===== src/rtl/cpu_ctrl_pkg.sv =====
// cpu_ctrl_pkg
//    Shared types and widths for the processor control sequencer.
//    opcode_e     : instruction opcodes understood by the sequencer
//    alu_fcn_e    : function codes driven to the ALU
//    seq_state_e  : one-hot T-step encoding, S_IDLE doubles as T0
//    lastStep()   : the step in which a given opcode pulses done
//    aluFcnOf()   : ALU function code for an ALU opcode
package cpu_ctrl_pkg;

   localparam int NUM_REGS = 8;
   localparam int RSEL_W   = $clog2(NUM_REGS);
   localparam int OPC_W    = 4;
   localparam int FCN_W    = 4;
   localparam int DISP_W   = 4;
   localparam int STEP_W   = 5;

   typedef enum logic [OPC_W-1:0] {
      OP_DISPLAY = 4'd0,
      OP_LOAD    = 4'd1,
      OP_MOVE    = 4'd2,
      OP_ADD     = 4'd3,
      OP_SUB     = 4'd4,
      OP_AND     = 4'd5,
      OP_OR      = 4'd6,
      OP_XOR     = 4'd7,
      OP_NOT     = 4'd8
   } opcode_e;

   typedef enum logic [FCN_W-1:0] {
      FCN_NONE = 4'd0,
      FCN_ADD  = 4'd1,
      FCN_SUB  = 4'd2,
      FCN_AND  = 4'd3,
      FCN_OR   = 4'd4,
      FCN_XOR  = 4'd5,
      FCN_NOT  = 4'd6
   } alu_fcn_e;

   typedef enum logic [STEP_W-1:0] {
      S_IDLE = 5'b00001,
      S_T1   = 5'b00010,
      S_T2   = 5'b00100,
      S_T3   = 5'b01000,
      S_T4   = 5'b10000
   } seq_state_e;

   // Register-only instructions finish in T2, ALU instructions in T4, and
   // unsupported opcodes report illegal and finish immediately in T1.
   function automatic seq_state_e lastStep(input logic [OPC_W-1:0] opc);
      case (opc)
         OP_DISPLAY, OP_LOAD, OP_MOVE:                  return S_T2;
         OP_ADD, OP_SUB, OP_AND, OP_OR, OP_XOR, OP_NOT: return S_T4;
         default:                                       return S_T1;
      endcase
   endfunction

   function automatic logic [FCN_W-1:0] aluFcnOf(input logic [OPC_W-1:0] opc);
      case (opc)
         OP_ADD:  return FCN_ADD;
         OP_SUB:  return FCN_SUB;
         OP_AND:  return FCN_AND;
         OP_OR:   return FCN_OR;
         OP_XOR:  return FCN_XOR;
         OP_NOT:  return FCN_NOT;
         default: return FCN_NONE;
      endcase
   endfunction

endpackage


===== src/rtl/ctrl_step_counter.sv =====
// ctrl_step_counter
//    One-hot T-step register for the control sequencer.
//    clock     : system clock
//    reset     : asynchronous active-high reset, returns to S_IDLE (T0)
//    advance_i : move to the next T-step
//    clear_i   : return to S_IDLE; wins over advance_i
//    step_o    : one-hot {T4..T0}
//    Holding is implicit when neither advance_i nor clear_i is set.
module ctrl_step_counter
   import cpu_ctrl_pkg::*;
(
   input  logic              clock,
   input  logic              reset,
   input  logic              advance_i,
   input  logic              clear_i,
   output logic [STEP_W-1:0] step_o
);

   seq_state_e state_q;
   seq_state_e state_d;

   // Next step: clear has priority, advance walks T0->T4, otherwise hold.
   always_comb begin
      state_d = state_q;
      if (clear_i) begin
         state_d = S_IDLE;
      end else if (advance_i) begin
         case (state_q)
            S_IDLE:  state_d = S_T1;
            S_T1:    state_d = S_T2;
            S_T2:    state_d = S_T3;
            S_T3:    state_d = S_T4;
            default: state_d = S_IDLE;
         endcase
      end
   end

   // Step register with asynchronous return to idle.
   always_ff @(posedge clock or posedge reset) begin
      if (reset) begin
         state_q <= S_IDLE;
      end else begin
         state_q <= state_d;
      end
   end

   assign step_o = state_q;

endmodule


===== src/rtl/control_sequencer.sv =====
// control_sequencer
//    Self-timed control unit: accepts one instruction via instr_valid/instr_ready,
//    steps through T1..T4 and drives regfile, ALU and display strobes per step.
//    clock, reset            : system clock, asynchronous active-high reset
//    instr_valid/instr_ready : instruction handshake, ready only in IDLE
//    opcode, p1, p2, p3      : instruction fields, latched on accept
//    load_ack                : external data valid on the bus (LOAD waits for it)
//    abort                   : cancel current instruction, back to IDLE, no done
//    data                    : gate external data onto the bus
//    reg_in_en/_sel          : regfile write strobe and index
//    reg_out_en/_sel         : regfile read-to-bus strobe and index
//    alu_a_load/alu_b_load   : latch bus into ALU operand A / B
//    alu_res_out, alu_fcn    : ALU result onto bus, ALU function code
//    display_en/_code        : display latch strobe and mode
//    step                    : one-hot {T4..T0}
//    done, illegal           : one-cycle completion / unsupported-opcode pulses
//    All strobes are Moore outputs of the current step and latched instruction.
module control_sequencer
   import cpu_ctrl_pkg::*;
(
   input  logic              clock,
   input  logic              reset,
   input  logic              instr_valid,
   output logic              instr_ready,
   input  logic [OPC_W-1:0]  opcode,
   input  logic [RSEL_W-1:0] p1,
   input  logic [RSEL_W-1:0] p2,
   input  logic [RSEL_W-1:0] p3,
   input  logic              load_ack,
   input  logic              abort,
   output logic              data,
   output logic              reg_in_en,
   output logic [RSEL_W-1:0] reg_in_sel,
   output logic              reg_out_en,
   output logic [RSEL_W-1:0] reg_out_sel,
   output logic              alu_a_load,
   output logic              alu_b_load,
   output logic              alu_res_out,
   output logic [FCN_W-1:0]  alu_fcn,
   output logic              display_en,
   output logic [DISP_W-1:0] display_code,
   output logic [STEP_W-1:0] step,
   output logic              done,
   output logic              illegal
);

   logic [OPC_W-1:0]  opcode_q;
   logic [RSEL_W-1:0] p1_q;
   logic [RSEL_W-1:0] p2_q;
   logic [RSEL_W-1:0] p3_q;
   logic              advance;
   logic              clear;
   logic              accept;
   seq_state_e        curState;

   ctrl_step_counter u_step (
      .clock     (clock),
      .reset     (reset),
      .advance_i (advance),
      .clear_i   (clear),
      .step_o    (step)
   );

   assign curState = seq_state_e'(step);
   assign accept   = (curState == S_IDLE) && instr_valid;

   // Instruction latch: captured only on accept so later input changes are ignored.
   always_ff @(posedge clock or posedge reset) begin
      if (reset) begin
         opcode_q <= '0;
         p1_q     <= '0;
         p2_q     <= '0;
         p3_q     <= '0;
      end else if (accept) begin
         opcode_q <= opcode;
         p1_q     <= p1;
         p2_q     <= p2;
         p3_q     <= p3;
      end
   end

   // Step sequencing: abort and the opcode's last step return to IDLE; LOAD
   // holds in T1 until load_ack, and abort wins over load_ack there.
   always_comb begin
      advance = 1'b0;
      clear   = 1'b0;
      if (curState == S_IDLE) begin
         advance = instr_valid;
      end else if (abort || (curState == lastStep(opcode_q))) begin
         clear = 1'b1;
      end else if (!((opcode_q == OP_LOAD) && (curState == S_T1) && !load_ack)) begin
         advance = 1'b1;
      end
   end

   // Output decode: every strobe defaults low and is raised per opcode and step.
   always_comb begin
      instr_ready  = (curState == S_IDLE);
      data         = 1'b0;
      reg_in_en    = 1'b0;
      reg_in_sel   = '0;
      reg_out_en   = 1'b0;
      reg_out_sel  = '0;
      alu_a_load   = 1'b0;
      alu_b_load   = 1'b0;
      alu_res_out  = 1'b0;
      alu_fcn      = FCN_NONE;
      display_en   = 1'b0;
      display_code = '0;
      done         = 1'b0;
      illegal      = 1'b0;
      case (curState)
         S_T1: begin
            case (opcode_q)
               OP_DISPLAY: begin
                  reg_out_en   = 1'b1;
                  reg_out_sel  = p1_q;
                  display_en   = 1'b1;
                  display_code = {{(DISP_W-RSEL_W){1'b0}}, p2_q};
               end
               OP_LOAD: begin
                  data       = 1'b1;
                  reg_in_en  = 1'b1;
                  reg_in_sel = p1_q;
               end
               OP_MOVE: begin
                  reg_out_en  = 1'b1;
                  reg_out_sel = p1_q;
                  reg_in_en   = 1'b1;
                  reg_in_sel  = p2_q;
               end
               OP_ADD, OP_SUB, OP_AND, OP_OR, OP_XOR, OP_NOT: begin
                  reg_out_en  = 1'b1;
                  reg_out_sel = p2_q;
                  alu_a_load  = 1'b1;
               end
               default: begin
                  illegal = 1'b1;
                  done    = 1'b1;
               end
            endcase
         end
         S_T2: begin
            case (opcode_q)
               OP_DISPLAY, OP_LOAD, OP_MOVE: done = 1'b1;
               OP_NOT: alu_fcn = aluFcnOf(opcode_q);
               default: begin
                  alu_fcn     = aluFcnOf(opcode_q);
                  reg_out_en  = 1'b1;
                  reg_out_sel = p3_q;
                  alu_b_load  = 1'b1;
               end
            endcase
         end
         S_T3: begin
            alu_res_out = 1'b1;
            reg_in_en   = 1'b1;
            reg_in_sel  = p1_q;
         end
         S_T4: done = 1'b1;
         default: ;
      endcase
   end

endmodule


===== config.mk =====
export PLATFORM = sky130hd
export DESIGN_NAME = control_sequencer
export DESIGN_NICKNAME = d
export VERILOG_FILES = /design/src/rtl/cpu_ctrl_pkg.sv /design/src/rtl/ctrl_step_counter.sv /design/src/rtl/control_sequencer.sv
export SDC_FILE = /design/constraint.sdc
export NUM_CORES = 1
export LEC_CHECK = 0
export CAP_MARGIN = 20
export CORE_ASPECT_RATIO = 0.8
export CORE_MARGIN = 4
export CORE_UTILIZATION = 43
export CTS_CLUSTER_DIAMETER = 150
export CTS_CLUSTER_SIZE = 40
export DETAILED_ROUTE_END_ITERATION = 6
export GPL_TIMING_DRIVEN = 0
export PLACE_DENSITY = 0.8
export SLEW_MARGIN = 20
export SYNTH_ARGS = -nofsm -noshare
export SYNTH_HDL_FRONTEND = slang
export SYNTH_SLANG_ARGS = --single-unit

===== constraint.sdc =====
create_clock -name clock -period 2.8 [get_ports clock]
set_input_delay 0.84 -clock clock [delete_from_list [all_inputs] [get_ports clock]]
set_output_delay 0.84 -clock clock [all_outputs]
set_load 0.02 [all_outputs]

# Word-level counts from Yosys, hierarchy flattened
# Memories as Yosys holds them, arrays and structs flattened.
# Cells that the tools add are included.
[op_classes] eq_ne=14 n_reduce_logical=14 mux=36
[ops] op="case mux 3 bit (2 select lines)" count=5
[ops] op="case mux 5 bit (4 select lines)" count=1
[ops] op="2-to-1 mux 1 bit" count=19
[ops] op="== test 4 x 3 -> 1 bit (second input constant)" count=4
[ops] op="2-to-1 mux 5 bit" count=3
[ops] op="case mux 3 bit (5 select lines)" count=1
[ops] op="2-to-1 mux 3 bit" count=4
[ops] op="OR reduction 9 bit" count=1
[ops] op="== test 4 x 2 -> 1 bit (second input constant)" count=2
[ops] op="OR reduction 8 bit" count=1
[ops] op="OR reduction 6 bit" count=1
[ops] op="== test 5 x 1 -> 1 bit (second input constant)" count=1
[ops] op="== test 5 x 2 -> 1 bit (second input constant)" count=1
[ops] op="== test 5 x 3 -> 1 bit (second input constant)" count=1
[ops] op="== test 5 x 4 -> 1 bit (second input constant)" count=1
[ops] op="== test 5 bit" count=1
[ops] op="== test 5 bit (second input constant)" count=1
[ops] op="== test 4 x 1 -> 1 bit (second input constant)" count=1
[ops] op="== test 4 bit (second input constant)" count=1
[ops] op="logical NOT 4 bit" count=1
[ops] op="case mux 1 bit (2 select lines)" count=2
[ops] op="OR reduction 2 bit" count=2
[ops] op="OR reduction 4 bit" count=1
[ops] op="logical AND 1 bit" count=3
[ops] op="5 further kinds" count=5
[word_totals] output_inout_bits=29 mem_bits_ro=48 regBits=18 n_memories=1
[memory_table] name="(name not given)" words=16 word_bits=3 read_ports=1 rd_ports_with_merged_regs=0 wr=0 line="cpu_ctrl_pkg.sv:50" source="case (opc)"

# Depth between registers and ports, before layout
[logic_depth] word_depth=8 mapped_depth=6 depth_no_buf=4

# Hierarchy
# A second synthesis with hierarchy kept.
[hier_totals] hier_cells=131 hier_area_um2=1237.4
[modules_own_cells] mod="control_sequencer" cells_each=101 seq_area_each_um2=325.3 instances=1 area_per_inst_um2=964.7
[modules_own_cells] mod="ctrl_step_counter" cells_each=30 seq_area_each_um2=126.4 instances=1 area_per_inst_um2=272.8

# Least setup slack after synthesis
# Ideal clock, no wire load.
[synth_timing] path_type="reg-to-output" from="register u_step.state_q[2] (netlist: u_step.step_o[2])" to="output display_code[0]" arrival_time_ns=2.179 n_path_buf=1 setup_slack_ns=-0.219 path_stages_with_launch=6 cell_sequence="dfrtp_1 -> clkbuf_1 -> nor4b_1 -> nand3_1 -> nor3_1 -> and2_1"
[synth_between] elab_chain_cells=2
[synth_rtl] item="start, declared" line="ctrl_step_counter.sv:19" source="seq_state_e state_q;"
[synth_rtl] item="start signal, assigned" line="ctrl_step_counter.sv:43" source="state_q <= state_d;"
[synth_rtl] item="== test 5 x 2 -> 1 bit" line="control_sequencer.sv:112" source="case (curState)"
[synth_rtl] item="2-to-1 mux 3 bit" line="control_sequencer.sv:112"
[synth_rtl] item="end, declared" line="control_sequencer.sv:41" source="output logic [DISP_W-1:0] display_code,"
# Every way passes these cells.

# Worst setup path in the final report
[layout_timing] from="register u_step.state_q[2] (netlist: u_step.step_o[2])" to="output reg_out_sel[2]"
[layout_between] elab_chain_cells=2 elab_cells_between_ends=3 cone_classes="2 x eq/ne; 1 x mux"
[layout_rtl] item="== test 5 x 3 -> 1 bit or == test 5 x 2 -> 1 bit (tied branches)" line="control_sequencer.sv:112"
[layout_rtl] item="case mux 3 bit (2 select lines) (*)" line="control_sequencer.sv:112"
[layout_rtl] item="end, declared" line="control_sequencer.sv:35" source="output logic [RSEL_W-1:0] reg_out_sel,"
# Mark *: on every way between the ends. The rest lies on a longest branch, timed or not.

==> impl_results.md <==
- Switch share: 0.444
- Initial Utilization: 0.466
- DR DRC count: 0
- Logic gate share of total power: 0.578
- Setup ws final: -19.9 ps
- Status: complete, but fails checks
- Die X: between 60 and 70 microns
- Slowest-stage cell, CP: dfrtp_2
- Fmax: approximately 350 MHz
- Min Hold Slack: 532 ps
- Final nets: between 200 and 250
- FP Rows: 16
- CP Max Fanout: 9
- Seq pwr share: 0.318
- Final setup skew: 3.70 ps
- Pleak: roughly 0.84 nW
- Final min period: around 2800 ps
- Commonest non-fill, non-tap cell in the layout: clkdlybuf4s50_1
- Synth area leaders: dfrtp_1, mux2_2, nor3_1
- Drt pass-1 iters: 5
- Pint: approximately 870 uW
- Hold path depth: 1
- First DRT Iteration DRCs: between 90 and 100
- Fin. max-slew vios: 0
- CP max stage delay: 490 ps
- ANT nets after route: 0
- Stages on the worst setup path: 6
- CTS tree: done
- Part of the cycle the worst path needs: 1.01
- Final WL: 3920 microns
- Cts hold-fix bufs: 0
- Grt total ovfl: 0
- Root Buffer: clkbuf_4
- HPWL Detailed: between 2000 and 2500 microns
- Total CTS buffers: 3
- Clk buf depth: 2
- H-tree Lvls: 1
- First-pass GRT wire length: about 5400 microns
- Gpl congestion: approximately 0.85
- Core area: roughly 2500 sq um
- Max_cap viols: 0
- Wirelength per Cell: between 15 and 20 microns
- Worst setup SP type: flop
- Asr flop ratio synth: 1.00
- FF-to-FF path depth: 7
- Sequential cell area: between 400 and 500 sq um
- Synthesis warning total: 0
- PortBufs: 44
- Clock Sink Count: 18
- Post-layout utilization of the core: 0.765
- Post-synth EDFFs: 0
- Psw: ~700 uW
- Clk Latency, worst-skew pair: ~290 ps
- Overall routing resource usage: 0.202
- Critical Path End Type: output pin
- Filler cells: between 150 and 200
- CP required: 1960 ps
- Crit-path cells: nor4b_4, buf_4, and2_4, and3_4, a221o_1, buf_6
- Initial antenna violation count: 0
- Die ar.: roughly 3600 sq um
- Most frequent cells in the layout: clkdlybuf4s50_1, buf_4, dfrtp_1, mux2_2, buf_6
- Crit Path Category: flop to output pin
- Die H: ~55 microns
- P&R area growth vs syn: 64.3%
- Post-synthesis sequential area ratio: 0.384
- Flip-flop and latch count after synthesis: 18
- DR vias/cell: between 5 and 6
- Setup TNS: -49.1 ps
- # IOs: 47
- Worst slew pin tran: around 710 ps
- Largest net degree at the start of global routing: 19
- Fin. Hold Viols: 0
- Hold Path Class: flop to flop
- Syn Inst Count: 123
- Failing checks: setup timing
- Pwr dens: 813 nW/um^2
- CP delay by family, top: simple AND/OR/NAND/NOR gates
- Mapped Area: 1170 sq um
- Vias in the first global route: ~1,200
- Clk pwr share: 0.104
- Relative slew slack: 0.526
- Share of cells above drive strength 1: 0.452
- Netlist cell types: 39
- Avg Cell Area, Syn: 9.55 sq um
- Multi-input logic area: around 780 sq um
- Final setup vio count: 3
- Clock Pin Slew Worst Setup and Hold Paths: about 110 ps
- VDD IR max: slightly above 400 uV
- Crit path buffers/inverters: 2
- Via count: 1,264
- Post-synth top area share: 0.362
- RSZ-0062 raised after global routing: yes
- Main flop type after synthesis: dfrtp_1
- Area leader, netlist: dfrtp_1
- Antenna diodes: 0
- Crit path DAT: ~2000 ps
-- registers in the layout, indices dropped and copies added, names as in the netlist --
signal and flops:
opcode_q 4, p1_q 3, p2_q 3, p3_q 3, u_step.step_o 5
-- path summary, 6_finish.rpt --
check | start | end | slack [ps]
max reg2reg | u_step.step_o[3]$_DFFE_PP0P_ | opcode_q[0]$_DFFE_PP0P_ | 870
min in group asynchronous | reset | p2_q[0]$_DFFE_PP0P_ | 950
max in group asynchronous | reset | u_step.step_o[2]$_DFFE_PP0P_ | 1360
min | p3_q[1]$_DFFE_PP0P_ | p3_q[1]$_DFFE_PP0P_ | 530
min reg2reg | p3_q[1]$_DFFE_PP0P_ | p3_q[1]$_DFFE_PP0P_ | 530
max | u_step.step_o[2]$_DFFE_PP0P_ | reg_out_sel[2] | -20
-- worst register-to-register path, stage by stage (launching register included) --
cell,delay (ps)
dfrtp_1,370
buf_6,140
buf_4,120
nor2_1,40
and3_1,220
nand2_1,250
buf_2,320
mux2_2,370
-- cell type report --
type                       instances  area share
tap                               36      0.0233
buffer                             9      0.0350
clock buffer                       4      0.0188
timing repair buffer              59       0.274
inverter                           5     0.00972
multi-input combinational         91       0.404
sequential                        18       0.235
-- power groups by stage --
stage | Combinational, mW | Clock [mW] | Sequential [mW]
CTS | 0.799 | 0.166 | 0.485
global route | 0.959 | 0.173 | 0.510
global placement | 0.696 | 0 | 0.475
finish | 0.908 | 0.163 | 0.499
detailed placement | 0.716 | 0 | 0.486
floorplan | 0.511 | 0 | 0.468
-- metrics by stage --
step / instances / instance area [sq um] / power (mW) / setup slack, ps
final: 222 / 1930 / 1.57 / -19.9
after global routing: 222 / 1930 / 1.64 / -63.5
after CTS: 213 / 1790 / 1.45 / -3.21
after detailed placement: 204 / 1670 / 1.20 / -690
after global placement: 204 / 1670 / 1.17 / -583
after floorplan: 124 / 1190 / 0.979 / 12.6
-- routing by layer --
metal | vias up | part of all wire | track usage
met2 | 72 | 0.49 | 0.361
met1 | 610 | 0.40 | 0.237
li1 | 572 | - | -
met4 | 0 | 0.019 | 0.0709
met5 | - | 0 | 0
met3 | 10 | 0.083 | 0.0513
-- cells in the mapped netlist, types with 4 or more instances --
cell type	instances
o21ai_0	6
inv_1	5
and2_1	4
clkbuf_1	5
a21oi_1	7
nor2_1	8
nor3_1	8
and3_1	4
dfrtp_1	17
mux2_2	13
-- cells by family (layout without fill, tap and decap cells) --
family,Yosys count,count (layout),synth area share
simple gates,43,43,0.213
compound gates,29,29,0.181
flops,18,18,0.384
buf+inv,15,77,0.0628
mux,14,14,0.133
xor+xnor,3,3,0.0224
other cells,1,2,0.00319
-- what timing repair did --
item	in CTS	in global routing
pin swaps	4	7
endpoints found under the setup margin	20	19
endpoints found under the hold margin	0	0
buffers inserted	6	9
resized for setup	90	37
No activity file was read; power rests on OpenSTA's default activity.
